$ cat config.mk
export PLATFORM = sky130hd
export DESIGN_NAME = scan_seq_engine
export DESIGN_NICKNAME = d
export VERILOG_FILES = /design/src/rtl/scan_seq_engine.sv
export SDC_FILE = /design/constraint.sdc
export NUM_CORES = 2
export LEC_CHECK = 0
export ABC_AREA = 1
export ABC_CLOCK_PERIOD_IN_PS = 4700
export BUFFER_PORTS_ARGS = -buffer_cell sky130_fd_sc_hd__buf_2
export CAP_MARGIN = 20
export CORE_MARGIN = 3
export CORE_UTILIZATION = 35
export CTS_CLUSTER_DIAMETER = 150
export DETAILED_ROUTE_END_ITERATION = 12
export SETUP_SLACK_MARGIN = 0.3
export SYNTH_ARGS = -nofsm -noshare
export SYNTH_HDL_FRONTEND = slang
export SYNTH_SLANG_ARGS = --single-unit
$ cat constraint.sdc
create_clock -name clk_sys -period 4.7 [get_ports clk_sys]
set_input_delay 0.235 -clock clk_sys [delete_from_list [all_inputs] [get_ports clk_sys]]
set_output_delay 0.235 -clock clk_sys [all_outputs]
set_load 0.01 [all_outputs]
$ cat src/rtl/scan_seq_engine.sv
// Multi-channel step sequencer: per-channel tables of {duration, word}
// played out on out_word, with repeat count, abort and dump pulses.
//
// Ports:
//   clk_sys, rst_n      : clock, synchronous active-low reset
//   ld_we/ld_ch/ld_addr : step table write {duration, word} on ld_data
//   cfg_we              : writes cfg_last/cfg_rep of channel ld_ch
//   ch_sel, start, abort: channel request, start and stop strobes
//   out_word            : current step word (IDLE_WORD when not running)
//   busy/act_ch/intr    : running flag, channel in use, !busy level
//   done                : one-cycle pulse at normal completion
//   dump_on/dump_off    : DUMP_PW-cycle pulses on rising word bits
//   wr_err              : one-cycle pulse on a dropped write
module scan_seq_engine #(
    parameter int              NCH       = 2,
    parameter int              DEPTH     = 16,
    parameter int              TW        = 20,
    parameter int              OW        = 8,
    parameter logic [OW-1:0]   IDLE_WORD = '0,
    parameter int              DON_BIT   = 6,
    parameter int              DOFF_BIT  = 7,
    parameter int              DUMP_PW   = 4,
    localparam int             AW        = $clog2(DEPTH),
    localparam int             CW        = (NCH > 1) ? $clog2(NCH) : 1
) (
    input  logic               clk_sys,
    input  logic               rst_n,
    input  logic               ld_we,
    input  logic [CW-1:0]      ld_ch,
    input  logic [AW-1:0]      ld_addr,
    input  logic [TW+OW-1:0]   ld_data,
    input  logic               cfg_we,
    input  logic [AW-1:0]      cfg_last,
    input  logic [7:0]         cfg_rep,
    input  logic [CW-1:0]      ch_sel,
    input  logic               start,
    input  logic               abort,
    output logic [OW-1:0]      out_word,
    output logic               busy,
    output logic [CW-1:0]      act_ch,
    output logic               done,
    output logic               intr,
    output logic               dump_on,
    output logic               dump_off,
    output logic               wr_err
);

    localparam int PCW = $clog2(DUMP_PW + 1);

    typedef enum logic [1:0] {
        S_IDLE,
        S_RUN,
        S_DONE
    } state_t;

    state_t state, state_nx;

    logic [TW-1:0]  dur_tab  [NCH][DEPTH];
    logic [OW-1:0]  word_tab [NCH][DEPTH];
    logic [AW-1:0]  last_tab [NCH];
    logic [7:0]     rep_tab  [NCH];

    logic [AW-1:0]  step;
    logic [TW-1:0]  rem;
    logic [7:0]     rep_cnt;

    logic           go;
    logic           step_end;
    logic           last_step;
    logic           finish;
    logic           wr_block;
    logic [CW-1:0]  rd_ch;
    logic [AW-1:0]  rd_idx;
    logic [TW-1:0]  rd_dur;
    logic [TW-1:0]  rd_len;
    logic [OW-1:0]  rd_word;

    logic           on_prev, off_prev;
    logic [PCW-1:0] on_cnt, off_cnt;

    assign busy  = (state == S_RUN);
    assign done  = (state == S_DONE);
    assign intr  = ~busy;

    assign go        = (state == S_IDLE) && start && !abort;
    assign step_end  = busy && (rem <= TW'(1));
    assign last_step = (step == last_tab[act_ch]);
    assign finish    = step_end && last_step && (rep_cnt == 8'd0);
    assign wr_block  = busy && (ld_ch == act_ch);

    // Table lookup for the step about to be entered: step 0 of the
    // requested channel on start, otherwise the successor (or wrap).
    assign rd_ch   = (state == S_IDLE) ? ch_sel : act_ch;
    assign rd_idx  = ((state == S_IDLE) || last_step) ? '0
                                                      : step + AW'(1);
    assign rd_dur  = dur_tab[rd_ch][rd_idx];
    assign rd_word = word_tab[rd_ch][rd_idx];
    assign rd_len  = (rd_dur == '0) ? TW'(1) : rd_dur;

    always_ff @(posedge clk_sys) begin
        if (!rst_n) state <= S_IDLE;
        else        state <= state_nx;
    end

    always_comb begin
        state_nx = state;
        unique case (state)
            S_IDLE: if (go) state_nx = S_RUN;
            S_RUN: begin
                if (abort)       state_nx = S_IDLE;
                else if (finish) state_nx = S_DONE;
            end
            S_DONE: state_nx = S_IDLE;
            default: state_nx = S_IDLE;
        endcase
    end

    always_ff @(posedge clk_sys) begin
        if (!rst_n) begin
            act_ch   <= '0;
            step     <= '0;
            rem      <= '0;
            rep_cnt  <= '0;
            out_word <= IDLE_WORD;
            wr_err   <= 1'b0;
        end else begin
            wr_err <= (ld_we || cfg_we) && wr_block;
            if (state == S_IDLE) act_ch <= ch_sel;
            if (go) begin
                step     <= '0;
                rem      <= rd_len;
                rep_cnt  <= rep_tab[ch_sel];
                out_word <= rd_word;
            end else if (busy) begin
                if (abort || finish) begin
                    out_word <= IDLE_WORD;
                end else if (step_end) begin
                    if (last_step) rep_cnt <= rep_cnt - 8'd1;
                    step     <= rd_idx;
                    rem      <= rd_len;
                    out_word <= rd_word;
                end else begin
                    rem <= rem - TW'(1);
                end
            end
        end
    end

    always_ff @(posedge clk_sys) begin
        if (!rst_n) begin
            for (int c = 0; c < NCH; c++) begin
                last_tab[c] <= '0;
                rep_tab[c]  <= '0;
                for (int a = 0; a < DEPTH; a++) begin
                    dur_tab[c][a]  <= '0;
                    word_tab[c][a] <= IDLE_WORD;
                end
            end
        end else begin
            if (ld_we && !wr_block) begin
                dur_tab[ld_ch][ld_addr]  <= ld_data[TW+OW-1:OW];
                word_tab[ld_ch][ld_addr] <= ld_data[OW-1:0];
            end
            if (cfg_we && !wr_block) begin
                last_tab[ld_ch] <= cfg_last;
                rep_tab[ld_ch]  <= cfg_rep;
            end
        end
    end

    // Dump pulses: a rising word bit (re)loads a DUMP_PW down-counter;
    // abort kills both pulses regardless of edges seen that cycle.
    always_ff @(posedge clk_sys) begin
        if (!rst_n) begin
            on_prev  <= IDLE_WORD[DON_BIT];
            off_prev <= IDLE_WORD[DOFF_BIT];
            on_cnt   <= '0;
            off_cnt  <= '0;
        end else begin
            on_prev  <= out_word[DON_BIT];
            off_prev <= out_word[DOFF_BIT];
            if (abort)
                on_cnt <= '0;
            else if (out_word[DON_BIT] && !on_prev)
                on_cnt <= PCW'(DUMP_PW);
            else if (on_cnt != '0)
                on_cnt <= on_cnt - PCW'(1);
            if (abort)
                off_cnt <= '0;
            else if (out_word[DOFF_BIT] && !off_prev)
                off_cnt <= PCW'(DUMP_PW);
            else if (off_cnt != '0)
                off_cnt <= off_cnt - PCW'(1);
        end
    end

    assign dump_on  = (on_cnt != '0);
    assign dump_off = (off_cnt != '0);

endmodule

# == Word level (Yosys, flattened, before mapping) ==
# Memory sizes are Yosys's and may differ from the RTL's. A register that Yosys moved wholly into a read port is not among the register bits.
# Index checks and enable logic that the tools add are counted.
# op_classes
n_mux,55
add_sub_neg,5
bitwise_logic,5
order_cmp,4
eq_ne,7
reduce_logical,43
# op_table
operator,n
$mux 320,3
$mux 128,3
$reduce_or 320->1,1
$mux 20,8
$reduce_or 128->1,1
$mux 8,13
$bmux 20 s4,1
$demux 20 s4,1
$bmux 8 s4,1
$demux 8 s4,1
$le 20x1->1 const B,1
$logic_not 20->1,1
$sub 20x1->20 const B,1
$mux 1,14
$logic_and 1x1->1,12
$mux 3,4
$ge 5x5->1 const B,2
$not 4->5,2
$reduce_bool 2->1,5
$reduce_bool 3->1,3
$logic_not 8->1,1
$mux 4,2
$reduce_or 8->1,1
$sub 8x1->8 const B,1
other kinds (21),36
# totals
elab_cells,136
output_inout_bits,15
ram_bits,920
mem_count,4
ff_bits,52
# mem_list
memory,words,width,rd,rd_clocked_by_memory_dff,wr,line_no,text
dur_tab,2,320,1,0,2,58,logic [TW-1:0] dur_tab [NCH][DEPTH];
word_tab,2,128,1,0,2,59,logic [OW-1:0] word_tab [NCH][DEPTH];
rep_tab,2,8,1,0,2,61,logic [7:0] rep_tab [NCH];
last_tab,2,4,1,1,2,60,logic [AW-1:0] last_tab [NCH];

# == Logic depth before layout (Yosys ltp) ==
# logic_depth
depth_word,13
ltp_mapped,23

# == Least setup slack after synthesis ==
# No wires, ideal clock.
# synth_path
path_kind,register to register
from,reg state[0]
to,mem dur_tab[1][0] in the netlist's numbering (enable)
t_required_ps,4287
path_slack_ps,1133
setup_ps,413
period_less_slack_ps,3567
arrival_ps,3154
path_stages_with_launch,11
path_cell_list,dfxtp_1 inv_1 nor2_1 inv_1 a21oi_1 o21ai_0 nand3_1 clkbuf_1 clkbuf_1 nor2_1 nor2_1
# synth_rtl
item,line_no,text
from (decl),56,"state_t state, state_nx;"
from (signal assigned),102,else state <= state_nx;
to (decl),58,

# == Worst setup path after layout ==
# layout_path
from,reg state[0]
to,reg rem[0]
# layout_via
elab_chain_len,13
word_cells_on_any_way,25
cone_classes,eq/ne: 2; mux: 10; bitwise: 1; reduce/logical: 11; memory: 1
# layout_rtl
item,line_no,text
"parallel branches: the longest is 13 deep, another holds $mem_v2 2x320",n/a,
to (signal assigned),131,rem <= rd_len;
to (signal assigned),140,rem <= rd_len;
to (signal assigned),143,rem <= rem - TW'(1);
to (decl),64,logic [TW-1:0] rem;
# Parallel ways; which one is timed is not known. The select of a mux whose other input is x is not followed.
# A chain may end at the register's enable or synchronous reset.

==> PnR_summary.wiki <==
{| class="wikitable"
! Metric !! Value
|-
| Number of flops mapped to enable cells by yosys || 920
|-
| Residual DRC count || 0
|-
| Final Worst Setup Slack || 0.862 ns
|-
| Die Outline Area || 130,000 um2
|-
| Starting Density || a little over a third
|-
| Crit path DAT || 4.44 ns
|-
| Final RePlAce weighted congestion || about 0.84
|-
| HPWL after detailed placement || 81,900 um
|-
| Post-synthesis net count || 4,575
|-
| Most frequently used cell type in the post-synthesis netlist || sky130_fd_sc_hd__nand2_1
|-
| Largest buffer count on any clock path || 3
|-
| Drt wl/cell || 23.8 um
|-
| Most frequently used flop master after synthesis || sky130_fd_sc_hd__edfxtp_1
|-
| Hold crit path type || input pin to flip-flop
|-
| Post-synthesis sequential element count || 973
|-
| Worst path most repeated cell || sky130_fd_sc_hd__nand2_1
|-
| Multi-input gate area || 12,800 um2
|-
| Slew margin rel. || 27.6%
|-
| Root Driver || sky130_fd_sc_hd__clkbuf_16
|-
| Run status || finished, final reports clean
|-
| Count of maximum capacitance violations || 0
|-
| Clock network latency to the later pin of the worst-skew pair || 0.67 ns
|-
| Cell total after placement || 6,070
|-
| Register area || 28,700 um2
|-
| Via-to-Cell Ratio || 5.35
|-
| Tmin final || 3.84 ns
|-
| Synthesized area per cell || approximately 9.7 um2
|-
| Setup repair after global routing missed its margin || false
|-
| Crit start category || flip-flop
|-
| Final Instance Count excl. Fillers || between 6,000 and 7,000
|-
| CP Class || flip-flop to flip-flop
|-
| Post-synth design cell area || 44,000 um2
|-
| Worst VDD drop || between 200 and 300 uV
|-
| Layout cell share with drive strength beyond 1 || 9.53%
|-
| Final setup violation count || 0
|-
| Length of the first detailed-routing pass in iterations || 6
|-
| Hold Vio Cnt, Final || 0
|-
| Total Neg Setup Slack || 0 ns
|-
| Pleak || 20.3 nW
|-
| Number of global-route vias before repair || 31,400
|-
| Clk sinks || 973
|-
| Gr ovfl total || 0
|-
| Part of the Yosys area used for sequential elements || 65.2%
|-
| Required time at the endpoint of the critical path || roughly 5.3 ns
|-
| Total power || 20.4 mW
|-
| Number of buffers and inverters on the critical path || 3
|-
| TritonCTS clock tree || yes
|-
| Global-route wire length before repair || 216,000 um
|-
| Total routing resource utilization after global routing || between 20% and 30%
|-
| CP endpoint kind || flip-flop
|-
| Stage delay of the slowest cell on the critical path || 0.45 ns
|-
| Transition time of the tightest slew-check pin || roughly 1.1 ns
|-
| Resize count post-CTS || 0
|-
| Share of synthesized registers carrying an async set or reset || 0%
|-
| Maximum number of pins on one net before global-route repair || 121
|-
| Number of instances in the synthesized netlist || 4,513
|-
| Number of nets still failing antenna checks after routing || 0
|-
| Fmax achieved || 261 MHz
|-
| Cell with the largest stage delay on the worst path || sky130_fd_sc_hd__nand2_4
|-
| Placement Rows || 129
|-
| Die Ht || 361 um
|-
| Power Density || 407 nW/um2
|-
| Worst path cell trace || inv_1 -> nand2_4 -> nand2_1 -> nand2_4 -> buf_12 -> buf_4 -> nand2_1 -> o21ai_0 -> nand4_1 -> nand3_1 -> nand3_1 -> nand3_1 -> nand2_1 -> nor2_1 -> nand2_1 -> nor2_1 -> nand3_2 -> nand3_1 -> nand2_1 -> a21oi_1
|-
| Yosys synthesis warning count || 0
|-
| Layout-stage area growth over the synthesis result || 14.0%
|-
| Die width || 361 um
|-
| Final standard cell area without fillers || around 50,000 um2
|-
| CP max FO || 45
|-
| Leading cell types by total area after synthesis || sky130_fd_sc_hd__edfxtp_1, sky130_fd_sc_hd__nand2_1, sky130_fd_sc_hd__nand3_1
|-
| Clock edge transition at the registers on the reported setup and hold paths || 0.07 ns
|-
| H-tree depth reported by CTS || 3
|-
| WL final || 149,000 um
|-
| Number of DRC markers after the initial detailed-route iteration || 4,259
|-
| Post-layout net count || about 4,600
|-
| Final-report max-slew violation count || 0
|-
| Crit path max-delay family || simple AND/OR/NAND/NOR gates
|-
| Worst clock skew || 0.0203 ns
|-
| Core region area || 124,000 um2
|-
| Number of different library cells in the post-synthesis netlist || 39
|-
| Filler instances || 11,900
|-
| Postcts setup bufs || 0
|-
| Port-buffer cells || 66
|-
| Total via count after detailed routing || about 34,000
|-
| Placed instance area || 46,900 um2
|-
| Fraction of synthesized cell area taken by the top area cell type || about 63%
|-
| Post-layout utilization of the core || 40.3%
|-
| Initial antenna violation count || 3
|-
| Dominant cell type by area after synthesis || sky130_fd_sc_hd__edfxtp_1
|-
| Pre-CTS setup slack || 0.978 ns
|-
| Hold slack final || 0.0728 ns
|-
| Total I/O pin count || 67
|-
| TritonCTS buffer count || 97
|-
| Post-synth top cells || sky130_fd_sc_hd__nand2_1, sky130_fd_sc_hd__edfxtp_1, sky130_fd_sc_hd__nor2_1, sky130_fd_sc_hd__nand3_1, sky130_fd_sc_hd__inv_1
|-
| Fin crit share || 81.7%
|}
## cells in the final DEF (no fill, tap or decap), drive strengths merged, types with 43 or more instances in the layout
| cell | n |
|---|---|
| a21oi | 75 |
| buf | 222 |
| clkbuf | 123 |
| clkinv | 43 |
| dfxtp | 53 |
| edfxtp | 920 |
| inv | 368 |
| nand2 | 1281 |
| nand3 | 558 |
| nand4 | 67 |
| nor2 | 662 |
| o21ai | 97 |
## layout make-up
cell class                      instances  area share, %
Sequential cell                       973           57.2
Multi-Input combinational cell       2874           25.5
Clock buffer                          123           5.14
Timing Repair Buffer                  237           4.37
Tap cell                             1637           4.08
Inverter                              365           2.75
Clock inverter                         57          0.991
Antenna cell                            1        0.00499
## worst paths after layout
| path | to | slack [ns] | from | depth (start not counted) |
|---|---|---|---|---|
| setup / recovery | rem[0] | 0.86 | state[0] | 20 |
| hold / removal | rep_cnt[6] | 0.07 | ch_sel | 3 |
| setup reg to reg | rem[0] | 0.86 | state[0] | 20 |
| hold reg to reg | on_cnt[0] | 0.47 | on_cnt[0] | 2 |
## repair_timing
action / 4_1_cts / 5_1_grt
hold buffers: 15 / 0
hold endpoints to repair: 26 / 0
setup endpoints to repair: 0 / 0
## worst min-delay path, stage by stage
cell and delay (ns):
sky130_fd_sc_hd__buf_2 0.18, sky130_fd_sc_hd__o211ai_1 0.20, sky130_fd_sc_hd__a31oi_1 0.08
## flip-flops by register name, summed over array words and instances (netlist names), named ones only
| register | flops |
|---|---|
| state | 2 |
| out_word | 8 |
| step | 4 |
| word_tab | 256 |
| dur_tab | 640 |
| off_prev | 1 |
| last_tab | 8 |
| rep_tab | 16 |
| rep_cnt | 8 |
| act_ch | 1 |
| on_prev | 1 |
| rem | 20 |
| off_cnt | 3 |
| wr_err | 1 |
| on_cnt | 3 |
## kinds of logic after synthesis
kind of cell / count (synthesis) / synth area share [%]
XOR/XNOR: 21 / 0.418
buffers and inverters: 666 / 6.35
flip-flops: 973 / 65.2
AO/OA/AOI/OAI: 212 / 2.64
adder cells (fa/ha/maj): 10 / 0.284
AND/OR/NAND/NOR: 2600 / 24.4
multiplexers: 31 / 0.705
## layer usage
| metal | routed length (um) | vias to the layer above | global-route usage, % |
|---|---|---|---|
| met5 | 34 | - | 0 |
| met4 | 5670 | 6 | 8.82 |
| met3 | 15500 | 327 | 3.56 |
| met2 | 69200 | 1898 | 35.8 |
| met1 | 58600 | 16300 | 30.5 |
| li1 | - | 15000 | - |
## power breakdown
group          internal, mW  switching, mW  total, mW
Sequential             10.1          0.154       10.2
Combinational         0.687           1.83       2.51
Clock                  4.28           3.37       7.65
Total                  15.0           5.36       20.4
Power figures use the tool's default switching activity.
